$ cat config.mk
export PLATFORM = sky130hd
export DESIGN_NAME = enc_fns_seq
export DESIGN_NICKNAME = d
export VERILOG_FILES = /design/src/rtl/enc_fns_seq.sv
export SDC_FILE = /design/constraint.sdc
export NUM_CORES = 1
export LEC_CHECK = 0
export CAP_MARGIN = 20
export CORE_ASPECT_RATIO = 0.7
export CORE_MARGIN = 2
export CORE_UTILIZATION = 47
export DETAILED_ROUTE_END_ITERATION = 6
export GPL_TIMING_DRIVEN = 0
export PLACE_DENSITY = 0.77
export SLEW_MARGIN = 15
export SYNTH_ARGS = -nofsm -noshare
export SYNTH_HDL_FRONTEND = slang
export SYNTH_SLANG_ARGS = --single-unit
$ cat constraint.sdc
create_clock -name clk -period 3.5 [get_ports clk]
set_clock_uncertainty 0.1 [all_clocks]
set_input_delay 0.7 -clock clk [delete_from_list [all_inputs] [get_ports clk]]
set_output_delay 0.7 -clock clk [all_outputs]
set_load 0.02 [all_outputs]
$ cat src/rtl/enc_fns_seq.sv
// enc_fns_seq: sequential Fibonacci-numeral-system encoder.
// A data word is converted to a 9-bit forbidden-transition codeword.
// It resolves one code bit per cycle, greedy and MSB-first, using runtime weights.
// Optional feature macro: ENC_FNS_EARLY_EN. When it is defined, encoding stops
// as soon as the residual reaches zero.
module enc_fns_seq #(
    parameter int unsigned DATA_W = 8,
    parameter int unsigned WGT_W  = 8
) (
    input  logic              clk,
    input  logic              rst_n,
    input  logic              in_valid,
    output logic              in_ready,
    input  logic [DATA_W-1:0] datain,
    input  logic [8:0]        en_flag,
    input  logic [WGT_W-1:0]  FNS03,
    input  logic [WGT_W-1:0]  FNS04,
    input  logic [WGT_W-1:0]  FNS05,
    input  logic [WGT_W-1:0]  FNS06,
    input  logic [WGT_W-1:0]  FNS07,
    input  logic [WGT_W-1:0]  FNS08,
    input  logic [WGT_W-1:0]  FNS09,
    output logic              out_valid,
    input  logic              out_ready,
    output logic [8:0]        codeout,
    output logic              enc_err
);

    localparam int unsigned RES_W  = ((DATA_W > WGT_W) ? DATA_W : WGT_W) + 1;
    localparam int unsigned K_W    = 4;
    localparam int unsigned WVEC_W = 7 * WGT_W;

    typedef enum logic [1:0] {
        S_IDLE = 2'd0,
        S_ENC  = 2'd1,
        S_DONE = 2'd2
    } state_e;

    state_e             state_q, state_d;
    logic [K_W-1:0]     k_q, k_d;
    logic [RES_W-1:0]   res_q, res_d;
    logic [8:0]         code_q, code_d;
    logic [8:0]         en_q, en_d;
    logic [WVEC_W-1:0]  wgt_q, wgt_d;
    logic               in_ready_q, in_ready_d;
    logic               out_valid_q, out_valid_d;
    logic               enc_err_q, enc_err_d;
    logic [RES_W-1:0]   cur_w_c;
    logic               early_c;

    // Weight of the bit currently being resolved (bits 0 and 1 weigh 1)
    always_comb begin
        cur_w_c = RES_W'(1);
        for (int i = 2; i < 9; i++) begin
            if (k_q == K_W'(i)) begin
                cur_w_c = RES_W'(wgt_q[(i-2)*WGT_W +: WGT_W]);
            end
        end
    end

`ifdef ENC_FNS_EARLY_EN
    // Nothing left to encode: the remaining bits stay 0
    assign early_c = (res_q == '0);
`else
    assign early_c = 1'b0;
`endif

    // Next-state and datapath update
    always_comb begin
        state_d   = state_q;
        k_d       = k_q;
        res_d     = res_q;
        code_d    = code_q;
        en_d      = en_q;
        wgt_d     = wgt_q;
        enc_err_d = enc_err_q;

        unique case (state_q)
            S_IDLE: begin
                if (in_valid && in_ready_q) begin
                    res_d     = RES_W'(datain);
                    en_d      = en_flag;
                    wgt_d     = {FNS09, FNS08, FNS07, FNS06, FNS05, FNS04, FNS03};
                    code_d    = '0;
                    enc_err_d = 1'b0;
                    k_d       = K_W'(8);
                    state_d   = S_ENC;
                end
            end
            S_ENC: begin
                if (early_c) begin
                    enc_err_d = 1'b0;
                    state_d   = S_DONE;
                end else begin
                    // The compare gates the subtraction, so it cannot underflow
                    if (en_q[k_q] && (res_q >= cur_w_c)) begin
                        code_d[k_q] = 1'b1;
                        res_d       = res_q - cur_w_c;
                    end
                    if (k_q == '0) begin
                        enc_err_d = (res_d != '0);
                        state_d   = S_DONE;
                    end else begin
                        k_d = k_q - K_W'(1);
                    end
                end
            end
            S_DONE: begin
                if (out_ready) begin
                    state_d = S_IDLE;
                end
            end
            default: begin
                state_d = S_IDLE;
            end
        endcase

        in_ready_d  = (state_d == S_IDLE);
        out_valid_d = (state_d == S_DONE);
    end

    // State and output registers
    always_ff @(posedge clk or negedge rst_n) begin
        if (!rst_n) begin
            state_q     <= S_IDLE;
            k_q         <= K_W'(8);
            res_q       <= '0;
            code_q      <= '0;
            en_q        <= '0;
            wgt_q       <= '0;
            in_ready_q  <= 1'b0;
            out_valid_q <= 1'b0;
            enc_err_q   <= 1'b0;
        end else begin
            state_q     <= state_d;
            k_q         <= k_d;
            res_q       <= res_d;
            code_q      <= code_d;
            en_q        <= en_d;
            wgt_q       <= wgt_d;
            in_ready_q  <= in_ready_d;
            out_valid_q <= out_valid_d;
            enc_err_q   <= enc_err_d;
        end
    end

    assign in_ready  = in_ready_q;
    assign out_valid = out_valid_q;
    assign codeout   = code_q;
    assign enc_err   = enc_err_q;

endmodule

==> results of run 1 <==
[worst reg2reg max path: stages, from the launching register on]
cell	delay (ns)
dfrtp_2	0.47
inv_4	0.11
ha_4	0.15
nor4b_4	0.28
buf_6	0.19
a32oi_2	0.07
a311oi_2	0.28
a21oi_1	0.07
nor2_1	0.13
a221oi_2	0.06
ha_1	0.27
nor2_2	0.17
a21oi_2	0.09
o31a_1	0.31
and4_4	0.21
o311a_4	0.37
buf_8	0.15
clkbuf_16	0.16
a31oi_1	0.19
nor2_1	0.06
[cell type report]
type | count | area, sq um | share of cell area [%]
multi-input cells | 393 | 2362 | 36.66
flip-flops and latches | 92 | 2307 | 35.81
repair buffers | 115 | 1145 | 17.77
clock buffers | 12 | 246.5 | 3.825
well taps | 124 | 155.1 | 2.408
plain buffers | 25 | 145.1 | 2.252
clock inverters | 3 | 46.29 | 0.7184
inverters | 9 | 36.28 | 0.5631
[synthesized netlist by cell type, drive strengths merged, types with 2 or more instances]
master  count
a31oi       7
nor4        3
nand3       7
a32oi       2
a22o        6
and2        3
inv         9
nand2b      3
a221oi     12
mux2i       2
a311oi      2
dfrtp      91
a21oi      24
o22ai       4
mux4        2
a21o       10
and3        3
nand2     206
buf        11
a221o       2
o21ai       8
xor2        3
clkbuf     17
nor3        9
nor2b       3
xnor2       4
nor2       38
or4         2
nand4       2
ha         12
[through the flow]
stage / cells / worst slack (ns)
3_5_place_dp: 735 / -0.6382
3_3_place_gp: 734 / -1.984
5_1_grt: 773 / -0.5901
6_report: 773 / -0.4962
2_1_floorplan: 522 / -0.03045
4_1_cts: 765 / -0.3622
[cell families (layout without fill, tap and decap cells)]
logic type	after synthesis	count (layout)	synth area share, %
fa+ha+maj	13	13	3.752
flops	92	92	50.79
buf+inv	37	164	3.586
xor+xnor	7	7	1.352
simple gates	285	285	26.43
compound gates	84	84	12.66
mux	4	4	1.434
[worst min path at each step]
stage	start	to	slack, ns	cells past startpoint
2_1_floorplan	rst_n	codeout[0]$_DFFE_PN0P_	0.30	0
6_report	rst_n	en_q[4]$_DFFE_PN0P_	0.29	1
4_1_cts	rst_n	en_q[4]$_DFFE_PN0P_	0.31	1
3_3_place_gp	wgt_q[4]$_DFFE_PN0P_	wgt_q[4]$_DFFE_PN0P_	0.36	2
5_1_grt	rst_n	en_q[3]$_DFFE_PN0P_	0.34	1
3_5_place_dp	en_q[4]$_DFFE_PN0P_	en_q[4]$_DFFE_PN0P_	0.36	2
[flip-flops by register name, summed over array words and instances, names as in the netlist]
register   flops
wgt_q         56
codeout        9
en_q           9
res_q          9
k_q            4
state_q        2
enc_err        1
in_ready       1
out_valid      1
[layer usage]
metal  vias up  part of all wire, %  wire length, um
li1       1999                    -                -
met1      2112                   46             6117
met2       157                   45             6030
met3        24                  6.6              869
met4         0                  1.9              247
met5         -                    0                0
[power by group through the flow]
stage	sequential, mW	clock, mW	combinational (mW)
3_3_place_gp	1.92	0	2.51
2_1_floorplan	1.89	0	1.79
4_1_cts	1.91	0.983	2.87
6_report	1.96	0.985	3.28
3_5_place_dp	1.93	0	2.58
5_1_grt	2.00	1.03	3.57
[timing repair]
action / 4_1_cts / 5_1_grt
pin swaps: 10 / 19
resized for setup: 9 / 41
endpoints found under the setup margin: 19 / 19
cloned: 0 / 2
setup buffers: 16 / 8
hold buffers: 0 / 0
==> reports/results.ini, run 1 <==
[power_and_ir_drop]
p_per_area_nw_per_um2 = 965.0
finalPower_mw = 6.218
vdd_drop_max_v = 0.0003828
cellInternalPower_mw = 3.638
p_leak_nw = 3.051
p_comb_share_pct = 52.7
p_sw_mw = 2.580
p_clk_share_pct = 15.8
p_seq_share_pct = 31.4
switching_share_pct = 41.49

[setup_path]
critPathArrivalTime_ns = 4.11
path_max_fanout = 5
crit_path_end = codeout[5]$_DFFE_PN0P_
reg2reg_to = codeout[5]$_DFFE_PN0P_
critPathTopFamily = compound AO/OA/AOI/OAI gates
slowest_delay_ns = 0.47
r2r_slack_ns = -0.50
cpMostUsedCell = nor2_1
start_kind = flip-flop
cp_slowest_cell = dfrtp_2
crit_path_end_kind = flip-flop
path_cells = inv_4, ha_4, nor4b_4, buf_6, a32oi_2, a311oi_2, a21oi_1, nor2_1, a221oi_2, ha_1, nor2_2, a21oi_2, o31a_1, and4_4, o311a_4, buf_8, clkbuf_16, a31oi_1, nor2_1
reg2reg_depth = 19
required_ns = 3.61
r2r-start = k_q[0]$_DFFE_PN0P_
crit_cells = 19
critPathKind = reg -> reg
startpoint = k_q[0]$_DFFE_PN0P_
path_buf_inv = 4

[logic_synthesis]
synth.area.top_cells = dfrtp_1 50%, nand2_1 17%, ha_1 3.3%, nor2_1 2.9%, a21oi_1 2.6%
syn_area_sq_um = 4536
postSynthCellCount = 522
ys_async_sr_fraction_pct = 100.0
synth_nets = 612
synth_seq_area_share_pct = 50.79
yosys.cell_types.count = 51
yosysTopAreaCellShare_pct = 50.21
synth_edf_count = 0
avgSynthCellArea_sq_um = 8.689
yosysWarnings = 0
yosys_most_used_dff = dfrtp_1
synth-seq-cells = 92
yosysTopAreaCell = dfrtp_1

[sta]
slew_headroom_pct = 55.33
maxSlewViolCount = 0
layout_setup_ws_ns = -0.4962
whs_ns = 0.2937
fin_crit_sh_pct = 114.2
finalHoldViolations = 0
tightest_slew_ns = 0.6700
tns_ns = -8.151
setup_viol_count_final = 19
period_minus_slack_ns = 3.996
grt_setup_unrepaired = yes
fmax_ghz = 0.2502

[global_routing]
grt_max_degree = 51
grt_pass1_wl_mm = 20.73
antenna_found_initial = 0
grt_util_met2_pct = 39.94
use_met1_pct = 36.47
grt.total_usage_pct = 25.85
grt_util_met3_pct = 5.987
overflow = 0
grt_pass1_vias = 4197
top_usage_layer = met2

[layout]
fin_util_pct = 69.92
diodes = 0
final_common_cell = nand2_1
drive_gt1_share_pct = 15.87
nets = 735
fillers = 715
final_area_sq_um = 6444
final_cell_mix = 204 x nand2_1, 88 x dfrtp_1, 87 x clkdlybuf4s50_1
area_growth_pct = 42.07

[floorplanning]
dieWidth_um = 121.4
ios = 89
rows = 29
dieArea_sq_um = 10460
fp.dieH_um = 86.19
coreArea_sq_um = 9216
initial_core_util_pct = 49.21

[routing]
drt_iter0_markers = 324
via_per_inst = 5.552
wl_per_cell_um = 17.16
vias = 4292
drtAntennaViolNets = 0
route.final.wire_length_mm = 13.26
dr.pass1.iters = 5
drc = 0

[clocking]
clock_path_buffers = 2
cts_buffers = 9
clock_sinks = 92
clock-root-buffer = clkbuf_16
clock_latency_ns = 0.34
path_clk_slew_ns = 0.07
cts_max_level = 3
cts_tree = built

[placement]
port_buffers = 88
dpl.hpwl_mm = 9.028
gp_congestion = 0.8867
placed_cell_area_sq_um = 5675

[run_status]
violations = setup timing
status = finished, violations left

[hold_path]
hold_class = in -> async

[flow_run]
max_cap_viol_count = 0

No activity file was read; power rests on OpenSTA's default activity.
==> run 2, diff against run 1 <==
CORE_MARGIN = default   (was 2)
GPL_TIMING_DRIVEN = default   (was 0)
PLACE_DENSITY = default   (was 0.77)
PLACE_DENSITY_LB_ADDON = 0.05   (was default)
==> reports/results.ini, run 2 (synthesis results as in run 1) <==
[global_routing]
grt.total_usage_pct = 26.04
grt_pass1_wl_mm = 20.44
grt_pass1_vias = 4076
antenna_found_initial = 0
overflow = 0
grt_max_degree = 70

[sta]
finalHoldViolations = 0
layout_setup_ws_ns = -0.2095
tightest_slew_ns = 0.7085
maxSlewViolCount = 0
whs_ns = 0.1928
setup_viol_count_final = 19
fin_crit_sh_pct = 106.0
slew_headroom_pct = 52.77
fmax_ghz = 0.2696
period_minus_slack_ns = 3.709
grt_setup_unrepaired = yes

[placement]
port_buffers = 88
dpl.hpwl_mm = 8.662
gp_congestion = 0.8628

[clocking]
cts_buffers = 9
clock_sinks = 92
path_clk_slew_ns = 0.06
cts_tree = built
clock_latency_ns = 0.35
cts_max_level = 3
clock-root-buffer = clkbuf_16
clock_path_buffers = 2

[setup_path]
reg2reg_depth = 18
start_kind = flip-flop
required_ns = 3.64
path_max_fanout = 8
path_cells = ha_4, nor4b_4, buf_6, a32oi_2, a311oi_2, a21oi_1, nor2_1, a221oi_2, ha_1, o21ai_2, a21oi_2, o31a_1, and4_4, o311a_4, buf_12, buf_4, a31oi_4, nor2_2
startpoint = k_q[1]$_DFFE_PN0P_
r2r-start = k_q[1]$_DFFE_PN0P_
cp_slowest_cell = dfrtp_2
crit_path_end = codeout[4]$_DFFE_PN0P_
reg2reg_to = codeout[4]$_DFFE_PN0P_
critPathKind = reg -> reg
r2r_slack_ns = -0.21
crit_path_end_kind = flip-flop
slowest_delay_ns = 0.46
critPathArrivalTime_ns = 3.84

[layout]
nets = 742
regMostFlops = wgt_q
fillers = 740
largest_register_ffs = 56
drive_gt1_share_pct = 20.24
final_common_cell = nand2_1
final_cell_mix = 204 x nand2_1, 88 x dfrtp_1, 87 x clkdlybuf4s50_1
area_growth_pct = 43.20
multi_input_area_sq_um = 2338
diodes = 0
seqCellArea_sq_um = 2307

[floorplanning]
coreArea_sq_um = 9216
initial_core_util_pct = 49.21
dieArea_sq_um = 10050
fp.dieH_um = 84.19
dieWidth_um = 119.4
ios = 89
rows = 29

[run_status]
status = finished, violations left
violations = setup timing

[power_and_ir_drop]
p_leak_nw = 3.129
p_seq_share_pct = 31.4
p_per_area_nw_per_um2 = 962.2
p_comb_share_pct = 54.1
switching_share_pct = 41.10
finalPower_mw = 6.250
p_clk_share_pct = 14.6
cellInternalPower_mw = 3.681
vdd_drop_max_v = 0.0004149
p_sw_mw = 2.569

[routing]
route.final.wire_length_mm = 12.60
via_per_inst = 5.327
dr.pass1.iters = 5
vias = 4160
drt_iter0_markers = 358
wl_per_cell_um = 16.14
drtAntennaViolNets = 0
drc = 0

[flow_run]
max_cap_viol_count = 0

[hold_path]
hold_class = in -> async

-- run 2: changes by cell type in the layout (fill, tap and decap cells not counted), moves of 3 or more --
cell	change
buf_1	-5
clkbuf_1	-15
buf_4	+31
nor2_2	+3
-- run 2: stage by stage --
step                setup TNS [ns]  cells  instance area [sq um]  utilization (%)  setup slack (ns)
global route                -5.480    781                   6495            70.47           -0.4900
global placement            -2.439    758                   5936            64.40           -0.1947
CTS                         -3.039    778                   6295            68.30           -0.2173
floorplan                  -0.2214    522                   4622                -          -0.03045
detailed placement          -4.405    758                   5936            64.40           -0.3040
finish                      -2.682    781                   6495            70.47           -0.2095
-- run 2: layer usage --
metal  GRT usage (%)  wire length [um]
met3           4.959               693
met1           38.57              6132
met4           6.477               107
met5               0                 0
met2           39.59              5669
-- run 2: how the worst min path moves through the flow --
| stage | from | end |
|---|---|---|
| 3_3_place_gp | en_q[1]$_DFFE_PN0P_ | en_q[1]$_DFFE_PN0P_ |
| 4_1_cts | rst_n | en_q[7]$_DFFE_PN0P_ |
| 3_5_place_dp | en_q[6]$_DFFE_PN0P_ | en_q[6]$_DFFE_PN0P_ |
| 6_report | rst_n | en_q[4]$_DFFE_PN0P_ |
| 2_1_floorplan | rst_n | codeout[0]$_DFFE_PN0P_ |
| 5_1_grt | rst_n | en_q[5]$_DFFE_PN0P_ |
-- run 2: final cells by class --
cell class / instances / area share, %
Clock buffer: 9 / 3.468
Clock inverter: 7 / 0.7898
Inverter: 9 / 0.5201
Multi-Input combinational cell: 393 / 36.00
Sequential cell: 92 / 35.52
Tap cell: 124 / 2.389
Timing Repair Buffer: 147 / 21.31
-- run 2: power groups by stage --
stage                     Clock [mW]  Combinational, mW  Sequential (mW)
after floorplan                    0               1.79             1.89
after global placement             0               2.97             1.93
after detailed placement           0               3.03             1.93
after CTS                      0.925               3.12             1.92
after global routing           0.967               3.70             2.01
final                          0.910               3.38             1.96
-- run 2: what timing repair did --
action | in CTS | in global routing
pin swaps | 3 | 18
hold buffers | 0 | 0
endpoints found under the setup margin | 19 | 19
resized for setup | 11 | 32
cloned | 0 | 1
buffers inserted | 4 | 3
-- run 2: critical path, delay by kind of cell (launching register included) --
| kind | cells | cell delay (ns) |
|---|---|---|
| compound gates | 9 | 1.37 |
| simple gates | 4 | 0.68 |
| fa+ha+maj | 2 | 0.53 |
| flops | 1 | 0.46 |
| buf+inv | 3 | 0.46 |
